===== src/rtl/isa_pkg.sv =====
// Shared ISA definitions for the instruction fetch/issue slice:
// opcodes, IR field positions and fetch-state encoding.
`default_nettype none

package isa_pkg;

   localparam logic [4:0] OP_MOVSGPR = 5'd0;
   localparam logic [4:0] OP_MOV     = 5'd1;
   localparam logic [4:0] OP_ADD     = 5'd2;
   localparam logic [4:0] OP_SUB     = 5'd3;
   localparam logic [4:0] OP_MUL     = 5'd4;
   localparam logic [4:0] OP_HALT    = 5'b11111;

   localparam int OP_MSB       = 31;
   localparam int OP_LSB       = 27;
   localparam int RDST_MSB     = 26;
   localparam int RDST_LSB     = 22;
   localparam int RSRC1_MSB    = 21;
   localparam int RSRC1_LSB    = 17;
   localparam int IMM_MODE_BIT = 16;
   localparam int RSRC2_MSB    = 15;
   localparam int RSRC2_LSB    = 11;
   localparam int IMM_MSB      = 15;
   localparam int IMM_LSB      = 0;

   typedef logic [1:0] fetch_state_t;
   localparam fetch_state_t ST_IDLE   = 2'd0;
   localparam fetch_state_t ST_RUN    = 2'd1;
   localparam fetch_state_t ST_DRAIN  = 2'd2;
   localparam fetch_state_t ST_HALTED = 2'd3;

   function automatic logic [4:0] ir_op(input logic [31:0] word);
      return word[OP_MSB:OP_LSB];
   endfunction

   // Executable opcodes occupy the contiguous range MOVSGPR..MUL.
   function automatic logic op_supported(input logic [4:0] op);
      return (op <= OP_MUL);
   endfunction

endpackage

`default_nettype wire


===== src/rtl/instr_fetch_issue_if.sv =====
// Instruction-memory read port plus IR valid/ready issue channel.
`default_nettype none

interface instr_fetch_issue_if #(
   parameter int ADDR_W = 8
);
   logic              imem_req;
   logic [ADDR_W-1:0] imem_addr;
   logic [31:0]       imem_rdata;
   logic              ir_valid;
   logic              ir_ready;
   logic [31:0]       ir_out;
   logic [ADDR_W-1:0] pc_out;

   modport master (
      output imem_req, imem_addr, ir_valid, ir_out, pc_out,
      input  imem_rdata, ir_ready
   );

   modport slave (
      input  imem_req, imem_addr, ir_valid, ir_out, pc_out,
      output imem_rdata, ir_ready
   );
endinterface

`default_nettype wire


===== src/rtl/instr_fetch_issue_fifo.sv =====
// Prefetch queue: synchronous FIFO with clear, occupancy count and head view.
`default_nettype none

module ifq_fifo #(
   parameter int DEPTH = 4,
   parameter int WIDTH = 40
) (
   input  logic                     clk,
   input  logic                     rst_n,
   input  logic                     push_i,
   input  logic                     pop_i,
   input  logic                     clear_i,
   input  logic [WIDTH-1:0]         data_i,
   output logic [WIDTH-1:0]         head_o,
   output logic [$clog2(DEPTH):0]   count_o
);
   localparam int PTR_W = $clog2(DEPTH);
   localparam logic [PTR_W-1:0] PTR_ONE = {{(PTR_W-1){1'b0}}, 1'b1};
   localparam logic [PTR_W:0]   CNT_ONE = {{PTR_W{1'b0}}, 1'b1};

   logic [WIDTH-1:0] mem_q [DEPTH];
   logic [PTR_W-1:0] rd_ptr_q;
   logic [PTR_W-1:0] wr_ptr_q;
   logic [PTR_W:0]   count_q;

   // Storage is reset so the head view reads zero straight out of reset.
   always_ff @(posedge clk or negedge rst_n) begin
      if (!rst_n) begin
         for (int i = 0; i < DEPTH; i++) mem_q[i] <= '0;
         rd_ptr_q <= '0;
         wr_ptr_q <= '0;
         count_q  <= '0;
      end else if (clear_i) begin
         rd_ptr_q <= '0;
         wr_ptr_q <= '0;
         count_q  <= '0;
      end else begin
         if (push_i) begin
            mem_q[wr_ptr_q] <= data_i;
            wr_ptr_q        <= wr_ptr_q + PTR_ONE;
         end
         if (pop_i) rd_ptr_q <= rd_ptr_q + PTR_ONE;
         case ({push_i, pop_i})
            2'b10:   count_q <= count_q + CNT_ONE;
            2'b01:   count_q <= count_q - CNT_ONE;
            default: count_q <= count_q;
         endcase
      end
   end

   assign head_o  = mem_q[rd_ptr_q];
   assign count_o = count_q;

endmodule

`default_nettype wire


===== src/rtl/instr_fetch_issue.sv =====
// Instruction fetch/issue: fetches from synchronous imem into a prefetch
// queue and issues {pc, word} over a valid/ready IR channel.
`default_nettype none

module instr_fetch_issue
   import isa_pkg::*;
#(
   parameter int ADDR_W = 8,
   parameter int DEPTH  = 4
) (
   input  logic                 clk,
   input  logic                 rst_n,
   input  logic                 start,
   input  logic [ADDR_W-1:0]    start_addr,
   input  logic                 flush,
   input  logic [ADDR_W-1:0]    flush_addr,
   instr_fetch_issue_if.master  bus,
   output logic                 busy,
   output logic                 halted,
   output logic                 illegal
);
   localparam int CNT_W = $clog2(DEPTH) + 1;
   localparam logic [CNT_W:0]    DEPTH_C = (CNT_W + 1)'(DEPTH);
   localparam logic [ADDR_W-1:0] PC_ONE  = {{(ADDR_W-1){1'b0}}, 1'b1};

   fetch_state_t      state_q, state_d;
   logic [ADDR_W-1:0] pc_q, pc_d;
   logic [ADDR_W-1:0] rsp_pc_q;
   logic              inflight_q;
   logic              drop_q, drop_d;
   logic              illegal_q, illegal_d;

   logic [CNT_W-1:0]      count;
   logic [CNT_W:0]        credit_used;
   logic [ADDR_W+31:0]    head;
   logic [4:0]            rsp_op;
   logic                  req, rsp_ok, rsp_push, rsp_stop, pop, flush_act;

   assign flush_act   = flush && (state_q != ST_IDLE);
   assign credit_used = {1'b0, count} + {{CNT_W{1'b0}}, inflight_q};
   // Credit counts the in-flight word but deliberately ignores a same-cycle pop.
   assign req         = (state_q == ST_RUN) && (credit_used < DEPTH_C) && !flush;

   assign rsp_op   = ir_op(bus.imem_rdata);
   assign rsp_ok   = inflight_q && !drop_q && (state_q == ST_RUN) && !flush;
   assign rsp_push = rsp_ok && op_supported(rsp_op);
   assign rsp_stop = rsp_ok && !op_supported(rsp_op);
   assign pop      = bus.ir_valid && bus.ir_ready;

   always_comb begin
      state_d   = state_q;
      pc_d      = pc_q;
      drop_d    = 1'b0;
      illegal_d = illegal_q;
      if (req) pc_d = pc_q + PC_ONE;
      case (state_q)
         ST_IDLE: begin
            if (start) begin
               state_d = ST_RUN;
               pc_d    = start_addr;
            end
         end
         ST_RUN: begin
            // A stop word kills the request already issued behind it.
            if (rsp_stop) begin
               state_d = ST_DRAIN;
               drop_d  = 1'b1;
               if (rsp_op != OP_HALT) illegal_d = 1'b1;
            end
         end
         ST_DRAIN: begin
            if (count == '0) state_d = ST_HALTED;
         end
         default: state_d = state_q;
      endcase
      if (flush_act) begin
         state_d = ST_RUN;
         pc_d    = flush_addr;
         drop_d  = 1'b0;
      end
   end

   always_ff @(posedge clk or negedge rst_n) begin
      if (!rst_n) begin
         state_q    <= ST_IDLE;
         pc_q       <= '0;
         rsp_pc_q   <= '0;
         inflight_q <= 1'b0;
         drop_q     <= 1'b0;
         illegal_q  <= 1'b0;
      end else begin
         state_q    <= state_d;
         pc_q       <= pc_d;
         inflight_q <= req;
         drop_q     <= drop_d;
         illegal_q  <= illegal_d;
         if (req) rsp_pc_q <= pc_q;
      end
   end

   ifq_fifo #(
      .DEPTH (DEPTH),
      .WIDTH (ADDR_W + 32)
   ) u_ifq (
      .clk     (clk),
      .rst_n   (rst_n),
      .push_i  (rsp_push),
      .pop_i   (pop),
      .clear_i (flush_act),
      .data_i  ({rsp_pc_q, bus.imem_rdata}),
      .head_o  (head),
      .count_o (count)
   );

   assign bus.imem_req  = req;
   assign bus.imem_addr = pc_q;
   assign bus.ir_valid  = (count != '0);
   assign bus.ir_out    = head[31:0];
   assign bus.pc_out    = head[ADDR_W+31:32];
   assign busy          = (state_q == ST_RUN) || (state_q == ST_DRAIN);
   assign halted        = (state_q == ST_HALTED);
   assign illegal       = illegal_q;

endmodule

`default_nettype wire


===== src/flat_wrapper.sv =====
// flat-port wrapper written by rule: the top's interface ports become plain ports
module instr_fetch_issue_flat import isa_pkg::*;
#(
   parameter int ADDR_W = 8,
   parameter int DEPTH  = 4
)
  (clk, rst_n, start, start_addr, flush, flush_addr, busy, halted, illegal, bus_imem_req, bus_imem_addr, bus_ir_valid, bus_ir_out, bus_pc_out, bus_imem_rdata, bus_ir_ready);
  instr_fetch_issue_if #(.ADDR_W(ADDR_W)) bus_i ();
  input  logic clk;
  input  logic rst_n;
  input  logic start;
  input  logic [ADDR_W-1:0] start_addr;
  input  logic flush;
  input  logic [ADDR_W-1:0] flush_addr;
  output logic busy;
  output logic halted;
  output logic illegal;
  output wire logic [$bits(bus_i.imem_req)-1:0] bus_imem_req;
  output wire logic [$bits(bus_i.imem_addr)-1:0] bus_imem_addr;
  output wire logic [$bits(bus_i.ir_valid)-1:0] bus_ir_valid;
  output wire logic [$bits(bus_i.ir_out)-1:0] bus_ir_out;
  output wire logic [$bits(bus_i.pc_out)-1:0] bus_pc_out;
  input wire logic [$bits(bus_i.imem_rdata)-1:0] bus_imem_rdata;
  input wire logic [$bits(bus_i.ir_ready)-1:0] bus_ir_ready;
  assign bus_imem_req = bus_i.imem_req;
  assign bus_imem_addr = bus_i.imem_addr;
  assign bus_ir_valid = bus_i.ir_valid;
  assign bus_ir_out = bus_i.ir_out;
  assign bus_pc_out = bus_i.pc_out;
  assign bus_i.imem_rdata = bus_imem_rdata;
  assign bus_i.ir_ready = bus_ir_ready;
  instr_fetch_issue #(.ADDR_W(ADDR_W), .DEPTH(DEPTH)) u_core (.clk(clk), .rst_n(rst_n), .start(start), .start_addr(start_addr), .flush(flush), .flush_addr(flush_addr), .bus(bus_i), .busy(busy), .halted(halted), .illegal(illegal));
endmodule

===== config.mk =====
export PLATFORM = sky130hd
export DESIGN_NAME = instr_fetch_issue_flat
export DESIGN_NICKNAME = d
export VERILOG_FILES = /design/src/rtl/isa_pkg.sv /design/src/rtl/instr_fetch_issue_if.sv /design/src/rtl/instr_fetch_issue_fifo.sv /design/src/rtl/instr_fetch_issue.sv /design/src/flat_wrapper.sv
export SDC_FILE = /design/constraint.sdc
export NUM_CORES = 1
export LEC_CHECK = 0
export ABC_AREA = 1
export ABC_CLOCK_PERIOD_IN_PS = 2790
export CORE_MARGIN = 2
export CORE_UTILIZATION = 30
export CTS_BUF_LIST = sky130_fd_sc_hd__clkbuf_8
export CTS_CLUSTER_SIZE = 30
export DETAILED_ROUTE_END_ITERATION = 8
export GPL_ROUTABILITY_DRIVEN = 0
export PLACE_DENSITY = 0.49
export SLEW_MARGIN = 25
export SYNTH_ARGS = -nofsm -noshare
export SYNTH_HDL_FRONTEND = slang
export SYNTH_SLANG_ARGS = --single-unit

===== constraint.sdc =====
create_clock -name clk -period 2.79 [get_ports clk]
set_input_delay 0.558 -clock clk [delete_from_list [all_inputs] [get_ports clk]]
set_output_delay 0.558 -clock clk [all_outputs]
set_load 0.01 [all_outputs]

==> results of run 1 <==
kinds of logic (layout without fill, tap and decap cells):
| logic type | after synthesis | count (layout) | share of synthesized area [%] |
|---|---|---|---|
| XOR/XNOR | 3 | 3 | 0.290 |
| flip-flops | 188 | 188 | 52.0 |
| AO/OA/AOI/OAI | 298 | 298 | 17.9 |
| adder cells (fa/ha/maj) | 11 | 11 | 1.60 |
| buffers and inverters | 119 | 222 | 6.14 |
| AND/OR/NAND/NOR | 515 | 515 | 22.1 |
registers in the layout, summed over array words and instances, names as in the netlist:
signal and cells:
u_core.bus.imem_addr 8, u_core.u_ifq.wr_ptr_q 2, u_core.u_ifq.count_o 3, u_core.inflight_q 1, u_core.u_ifq.mem_q 160, u_core.drop_q 1
u_core.u_ifq.rd_ptr_q 2, u_core.rsp_pc_q 8, u_core.state_q 2, u_core.illegal 1
cell usage after synthesis, types with 15 or more instances:
library cell and n:
sky130_fd_sc_hd__o22ai_1 38, sky130_fd_sc_hd__inv_1 36, sky130_fd_sc_hd__clkbuf_1 46, sky130_fd_sc_hd__a21oi_1 15, sky130_fd_sc_hd__o21ai_2 19, sky130_fd_sc_hd__nand2_1 369, sky130_fd_sc_hd__dfrtp_1 188, sky130_fd_sc_hd__o21ai_0 147
sky130_fd_sc_hd__o21ai_1 76, sky130_fd_sc_hd__buf_2 18, sky130_fd_sc_hd__nor2_1 116, sky130_fd_sc_hd__nand3_1 19
routing by layer:
metal | global-route usage, % | vias to the layer above
met4 | 3.38 | 0
li1 | - | 3880
met1 | 24.8 | 3750
met3 | 3.36 | 18
met5 | 0 | -
met2 | 29.8 | 154
worst max path at each step:
stage                                    endpoint  slack, ns
final                              bus_ir_out[24]       0.08
after global routing               bus_ir_out[20]     -0.004
after CTS                          bus_ir_out[11]      -0.02
after detailed placement             bus_imem_req       0.26
after global placement    u_core.u_ifq.count_o[2]       0.27
after floorplan           u_core.u_ifq.count_o[2]       0.47
final cells by class:
class | instances | share of cell area, %
clock inverter | 14 | 1.10
sequential | 188 | 41.8
clock buffer | 18 | 2.20
timing repair buffer | 150 | 15.2
inverter | 40 | 1.35
tap | 390 | 4.33
multi-input combinational | 827 | 34.1
repair_timing:
action | CTS | global route
buffers inserted | 1 | 0
resized for setup | 27 | 20
cloned | 3 | 3
pin swaps | 1 | 1
endpoints found under the setup margin | 39 | 24
metrics by stage:
stage,setup WS [ns],total power (uW)
6_report,0.0824,9920
5_1_grt,-0.00394,10700
3_5_place_dp,0.264,7950
4_1_cts,-0.0242,9920
2_1_floorplan,0.471,5800
3_3_place_gp,0.269,7940
worst reg2reg max path, cell delays in order, from the launching register on:
cell	delay, ns
sky130_fd_sc_hd__dfrtp_1	0.44
sky130_fd_sc_hd__inv_1	0.12
sky130_fd_sc_hd__ha_2	0.25
sky130_fd_sc_hd__nand3_1	0.13
sky130_fd_sc_hd__inv_2	0.13
sky130_fd_sc_hd__nand2_8	0.06
sky130_fd_sc_hd__ha_1	0.23
sky130_fd_sc_hd__fa_1	0.39
sky130_fd_sc_hd__xnor2_1	0.17
sky130_fd_sc_hd__nand2_1	0.06
sky130_fd_sc_hd__nand2_1	0.05
power groups by stage:
stage	sequential [uW]	clock, uW	combinational (uW)
after CTS	3550	1870	4500
after global routing	3620	1980	5100
after detailed placement	3590	0	4350
after floorplan	3520	0	2280
final	3550	1800	4570
after global placement	3590	0	4350
==> parameters.txt, run 1 <==
Parameter                              Value

Outcome
  Result of the run ... completed

Yosys
  Number of synthesized flops with an enable pin ... 0
  Post-Syn Nets ... 1,198
  Flip-flop cell with the highest count after synthesis ... sky130_fd_sc_hd__dfrtp_1
  Cell variety after synth ... 29
  Total standard cell area after synthesis ... 9050 um^2
  Average size of a mapped cell ... 7.98 um^2
  Area fraction of the dominant cell type after synthesis ... about half
  Count of mapped cells out of synthesis ... 1,134
  Post-synthesis sequential area ratio ... 52.0%
  Yosys top cell by area ... sky130_fd_sc_hd__dfrtp_1
  Flops & latches, synth ... 188
  Post-synthesis async set-or-reset flop share ... 100%
  YS warnings ... 0
  Cells taking the most area after synthesis ... sky130_fd_sc_hd__dfrtp_1 (52%), sky130_fd_sc_hd__nand2_1 (15%), sky130_fd_sc_hd__o21ai_0 (8.1%)

Place
  Area after DPL ... 10,700 um^2
  DP HPWL ... 16,200 um
  Cell count after placement ... 1,588
  Count of port buffers added during placement ... 105

Die
  Number of rows in the core area ... 63
  Starting utilization of the core area ... between 30% and 40%
  Die Ht ... 178 um
  Horizontal die dimension ... 178 um
  Number of primary I/O pins ... 106
  Core area ... 29,600 um^2
  Total Die Area ... 31,600 um^2

Route
  Mean routed wirelength per cell ... 17.2 um
  Number of DRC markers in iteration 0 ... 541
  Routed wire length ... roughly 28,000 um
  Via density per instance ... about 4.8
  Detail Route met3 WL ... ~1100 um
  Top Metal Used ... met4
  1st-pass router iterations ... 4
  Antenna violation net count after detailed routing ... 0
  Final routed DRC violation total ... 0
  Total number of vias ... 7,802
  Routed met2 length ... 12,900 um
  Met1 Wirelength ... 13,600 um

Power and ir drop
  Power share of the clock group ... 18.2%
  Power Density ... 880 nW/um^2
  Sequential power share ... 35.8%
  Switch share ... 40.7%
  Internal cell power ... 5880 uW
  VDD IR-drop max ... about 390 uV
  Leakage ... 0.00594 uW
  Psw ... 4040 uW
  Logic pwr share ... a little under half

Timing
  Hold WS ... 0.0840 ns
  Number of hold-slack violations in the final timing report ... 0
  Number of max-slew violations in the final report ... 0
  Final critical-path required period ... 2.71 ns
  Slew @ Worst Pin ... 0.633 ns
  Number of setup violations in the final report ... 0
  Accumulated negative setup slack ... 0 ns
  Share of the clock period used by the worst path ... 97.0%
  Worst-case headroom to the max-slew limit ... 57.8%
  Max Clk Rate ... between 0.3 and 0.4 GHz
  Layout Skew ... 0.0212 ns

Critical path
  Kind of end point of the critical path ... primary output
  Setup slack of the most critical reg-to-reg path ... 0.71 ns
  Crit path max-delay family ... buffers and inverters
  Largest fanout on the critical path ... 20
  Critical Path Source ... u_core.u_ifq.rd_ptr_q[0]
  Worst R2R End ... u_core.u_ifq.count_o[2]
  Reg2Reg Launch Point ... u_core.state_q[1]
  Critical Path, Cell by Cell ... inv_4, clkbuf_16, o21ai_0, o22ai_1, clkdlybuf4s50_1
  Required time of the critical path ... between 2 and 2.5 ns
  Combined buffer and inverter count along the critical path ... 3
  Delay of the slowest critical-path stage ... 0.57 ns
  Cell at the slowest stage of the critical path ... sky130_fd_sc_hd__clkdlybuf4s50_1
  Arrival @ worst endpoint ... 2.15 ns
  Path type of the worst setup path ... reg -> out
  Depth of the worst register-to-register path ... 10
  Number of stages on the worst setup path ... 5
  Crit path launch type ... flop

Layout
  Diodes inserted ... 0
  Leading cell type in the layout, fill and taps excluded ... sky130_fd_sc_hd__nand2_1
  Utilization of the core after routing ... between 30% and 40%
  Area growth, synth to finish ... 24.5%
  Fillers ... 3,099
  Most frequent cells in the layout ... sky130_fd_sc_hd__nand2_1 (369), sky130_fd_sc_hd__dfrtp_1 (187), sky130_fd_sc_hd__o21ai_0 (147)
  Storage element area ... 4710 um^2
  Summed area of non-filler cells in the final layout ... about 11,000 um^2
  Nets@finish ... about 1.3k
  Multi-input logic area ... between 3000 and 4000 um^2
  Proportion of layout cells with a drive suffix above 1 ... a little under a tenth
  Final instance count without filler cells ... 1,627

Global route
  Maximum number of pins on one net before global-route repair ... 70
  GR Util All Layers ... 18.0%
  Overall overflow remaining after global route ... 0
  Global-route wire length before repair ... about 44,000 um
  Number of global-route vias before repair ... approximately 7.7k
  Number of antenna violations at the first check in global routing ... 0

Clock network
  Clock Sink Count ... 188
  Maximum root-to-sink buffer count ... 2
  Clock latency reported for the late side of the worst-skew pair ... 0.48 ns
  H-tree depth ... 4
  Worst-path clk slew ... 0.12 ns
  Root buffer cell ... sky130_fd_sc_hd__clkbuf_8
  TritonCTS clock tree ... built
  Hold buffer count at cts ... 0
  Total CTS buffers ... 17

Flow run
  Maximum Capacitance Violations ... 0

Worst hold path
  Classification of the worst-slack hold path ... in -> async
(Power assumes the default switching activity.)
==> inputs of run 2 (changes only) <==
--- a/config.mk
+++ b/config.mk
@@ -14,7 +14,7 @@
 export DETAILED_ROUTE_END_ITERATION = 8
 export GPL_ROUTABILITY_DRIVEN = 0
 export PLACE_DENSITY = 0.49
-export SLEW_MARGIN = 25
+export SLEW_MARGIN = 30
 export SYNTH_ARGS = -nofsm -noshare
 export SYNTH_HDL_FRONTEND = slang
 export SYNTH_SLANG_ARGS = --single-unit
==> constraint.sdc (replaced) <==
create_clock -name clk -period 2.79 [get_ports clk]
set_input_delay 0.558 -clock clk [delete_from_list [all_inputs] [get_ports clk]]
set_output_delay 0.558 -clock clk [all_outputs]
set_load 0.02 [all_outputs]
==> run 2 against run 1 <==
Routed wire length is 2.7% lower. First-iteration DRC count is 16% lower. Via count is 0.73% higher. Combinational power hardly changed. Die area stayed put. Final area is 2.0% lower. Core utilization is 0.76 points lower. Register-to-register slack worse by 0.02 ns.
==> parameters.txt, run 2 (synthesis gave the netlist of run 1 again) <==
Parameter                              Value

Outcome
  Result of the run ... completed

Layout
  Final instance count without filler cells ... 1,620
  Leading cell type in the layout, fill and taps excluded ... sky130_fd_sc_hd__nand2_1
  Most frequent cells in the layout ... sky130_fd_sc_hd__nand2_1 (369), sky130_fd_sc_hd__dfrtp_1 (187), sky130_fd_sc_hd__o21ai_0 (147)
  Flip-flop count of the largest register after layout ... 160
  Most flops, register ... u_core.u_ifq.mem_q
  Proportion of layout cells with a drive suffix above 1 ... about 8.5%
  Nets@finish ... 1,281
  Diodes inserted ... 0
  Area growth, synth to finish ... 22.0%

Critical path
  Delay of the slowest critical-path stage ... 0.62 ns
  Crit path launch type ... flop
  Depth of the worst register-to-register path ... 10
  Largest fanout on the critical path ... 15
  Reg2Reg Launch Point ... u_core.state_q[1]
  Required time of the critical path ... 2.23 ns
  Combined buffer and inverter count along the critical path ... 3
  Worst R2R End ... u_core.u_ifq.count_o[2]
  Setup slack of the most critical reg-to-reg path ... about 0.7 ns
  Cell at the slowest stage of the critical path ... sky130_fd_sc_hd__clkdlybuf4s50_1
  Path type of the worst setup path ... reg -> out
  Arrival @ worst endpoint ... around 2.1 ns
  Crit path max-delay family ... buffers and inverters
  Kind of end point of the critical path ... primary output
  Critical Path, Cell by Cell ... inv_2, buf_6, o21ai_0, o22ai_1, clkdlybuf4s50_1

Clock network
  Clock latency reported for the late side of the worst-skew pair ... 0.46 ns
  Worst-path clk slew ... 0.10 ns
  Root buffer cell ... sky130_fd_sc_hd__clkbuf_8
  Maximum root-to-sink buffer count ... 2
  Post-cts sizing count ... 32
  Total CTS buffers ... 17
  Number of setup buffers added after CTS ... 0
  Hold buffer count at cts ... 0
  Clock Sink Count ... 188
  H-tree depth ... 4
  TritonCTS clock tree ... built

Power and ir drop
  Psw ... 4240 uW
  Leakage ... 0.00581 uW
  Power share of the clock group ... 17.9%
  Sequential power share ... between 30% and 40%
  Post-route total power ... between 9000 and 10,000 uW
  Switch share ... 43.1%
  Power Density ... 891 nW/um^2
  Logic pwr share ... between 40% and 50%
  Internal cell power ... 5600 uW
  VDD IR-drop max ... 585 uV

Route
  Final routed DRC violation total ... 0
  Number of DRC markers in iteration 0 ... between 400 and 500
  Via density per instance ... 4.85
  Routed wire length ... roughly 27,000 um
  Total number of vias ... between 7k and 8k
  Mean routed wirelength per cell ... roughly 17 um
  1st-pass router iterations ... 5
  Antenna violation net count after detailed routing ... 0

Flow run
  Maximum Capacitance Violations ... 0

Timing
  Setup repair after global routing missed its margin ... no
  Slew @ Worst Pin ... 0.692 ns
  Worst-case headroom to the max-slew limit ... 53.8%
  Share of the clock period used by the worst path ... around 96%
  Number of hold-slack violations in the final timing report ... 0
  Max Clk Rate ... around 0.37 GHz
  Final critical-path required period ... 2.68 ns
  Layout Skew ... about 0.015 ns
  Number of max-slew violations in the final report ... 0
  Number of setup violations in the final report ... 0
  Accumulated negative setup slack ... 0 ns

Worst hold path
  Classification of the worst-slack hold path ... in -> async

Die
  Number of rows in the core area ... 63
  Starting utilization of the core area ... 30.5%
  Horizontal die dimension ... 178 um
  Number of primary I/O pins ... between 100 and 150
  Core area ... 29,600 um^2
  Total Die Area ... approximately 32,000 um^2
  Die Ht ... 178 um

Place
  Cell count after placement ... 1,588
  DP HPWL ... ~17,000 um
  Count of port buffers added during placement ... 105

Global route
  Number of antenna violations at the first check in global routing ... 0
  Global-route wire length before repair ... 43,500 um
  Maximum number of pins on one net before global-route repair ... 63
  Number of global-route vias before repair ... a little under 8k
  Overall overflow remaining after global route ... 0
  GR Util All Layers ... between 10% and 20%
run 2: cell count changes in the layout (fill, tap and decap cells not counted), moves of 3 or more:
cell | previous run | this run
sky130_fd_sc_hd__buf_6 | 0 | 3
sky130_fd_sc_hd__dlymetal6s2s_1 | 15 | 11
sky130_fd_sc_hd__o22ai_1 | 34 | 37
sky130_fd_sc_hd__clkbuf_16 | 3 | 0
sky130_fd_sc_hd__o22ai_2 | 4 | 1
sky130_fd_sc_hd__dlygate4sd2_1 | 17 | 27
sky130_fd_sc_hd__clkdlybuf4s50_1 | 72 | 64
sky130_fd_sc_hd__clkinvlp_4 | 0 | 4
sky130_fd_sc_hd__buf_16 | 3 | 0
run 2: stage by stage:
stage | setup WS, ns | util, % | cell area [um^2] | hold WS, ns
6_report | 0.109 | 37.3 | 11000 | 0.0830
5_1_grt | 0.0167 | 37.3 | 11000 | 0.0970
3_3_place_gp | 0.226 | 36.0 | 10700 | 0.456
4_1_cts | 0.00372 | 37.2 | 11000 | 0.0955
2_1_floorplan | 0.471 | - | 9050 | 0.262
3_5_place_dp | 0.197 | 36.0 | 10700 | 0.463
run 2: routing by layer:
layer	wire length, um	part of all wire (%)	GRT usage, %	vias up
met1	12900	48	24.5	3792
met4	336	1.2	4.44	0
met2	12700	47	28.2	172
li1	-	-	-	3872
met3	1250	4.6	3.90	23
met5	0	0	0	-
run 2: cell type report:
cell class / instances / area [um^2]
fill: 3169 / 18600
sequential: 188 / 4710
inverter: 40 / 150
multi-input combinational: 827 / 3810
clock inverter: 13 / 109
timing repair buffer: 143 / 1520
tap: 390 / 488
clock buffer: 19 / 262
run 2: power by group through the flow:
stage / Combinational [uW] / Sequential (uW) / Clock [uW]
floorplan: 2640 / 3570 / 0
global placement: 4800 / 3590 / 0
detailed placement: 4810 / 3590 / 0
CTS: 4640 / 3540 / 1830
global route: 5060 / 3610 / 1940
finish: 4540 / 3540 / 1770
run 2: worst max-delay path by stage:
stage / cells after the start / slack, ns / endpoint / startpoint
floorplan: 13 / 0.47 / u_core.u_ifq.count_o[2] / u_core.state_q[1]
global placement: 5 / 0.23 / bus_imem_req / flush
detailed placement: 5 / 0.20 / bus_imem_req / flush
CTS: 5 / 0.004 / bus_ir_out[28] / u_core.u_ifq.rd_ptr_q[0]
global route: 5 / 0.02 / bus_ir_out[14] / u_core.u_ifq.rd_ptr_q[1]
finish: 5 / 0.11 / bus_ir_out[14] / u_core.u_ifq.rd_ptr_q[1]
run 2: worst reg2reg max path: cells and delay by family (launching register included):
| kind | cells | cell delay [ns] |
|---|---|---|
| AND/OR/NAND/NOR | 4 | 0.31 |
| XOR/XNOR | 1 | 0.17 |
| flip-flops | 1 | 0.45 |
| buffers and inverters | 2 | 0.25 |
| adder cells (fa/ha/maj) | 3 | 0.87 |
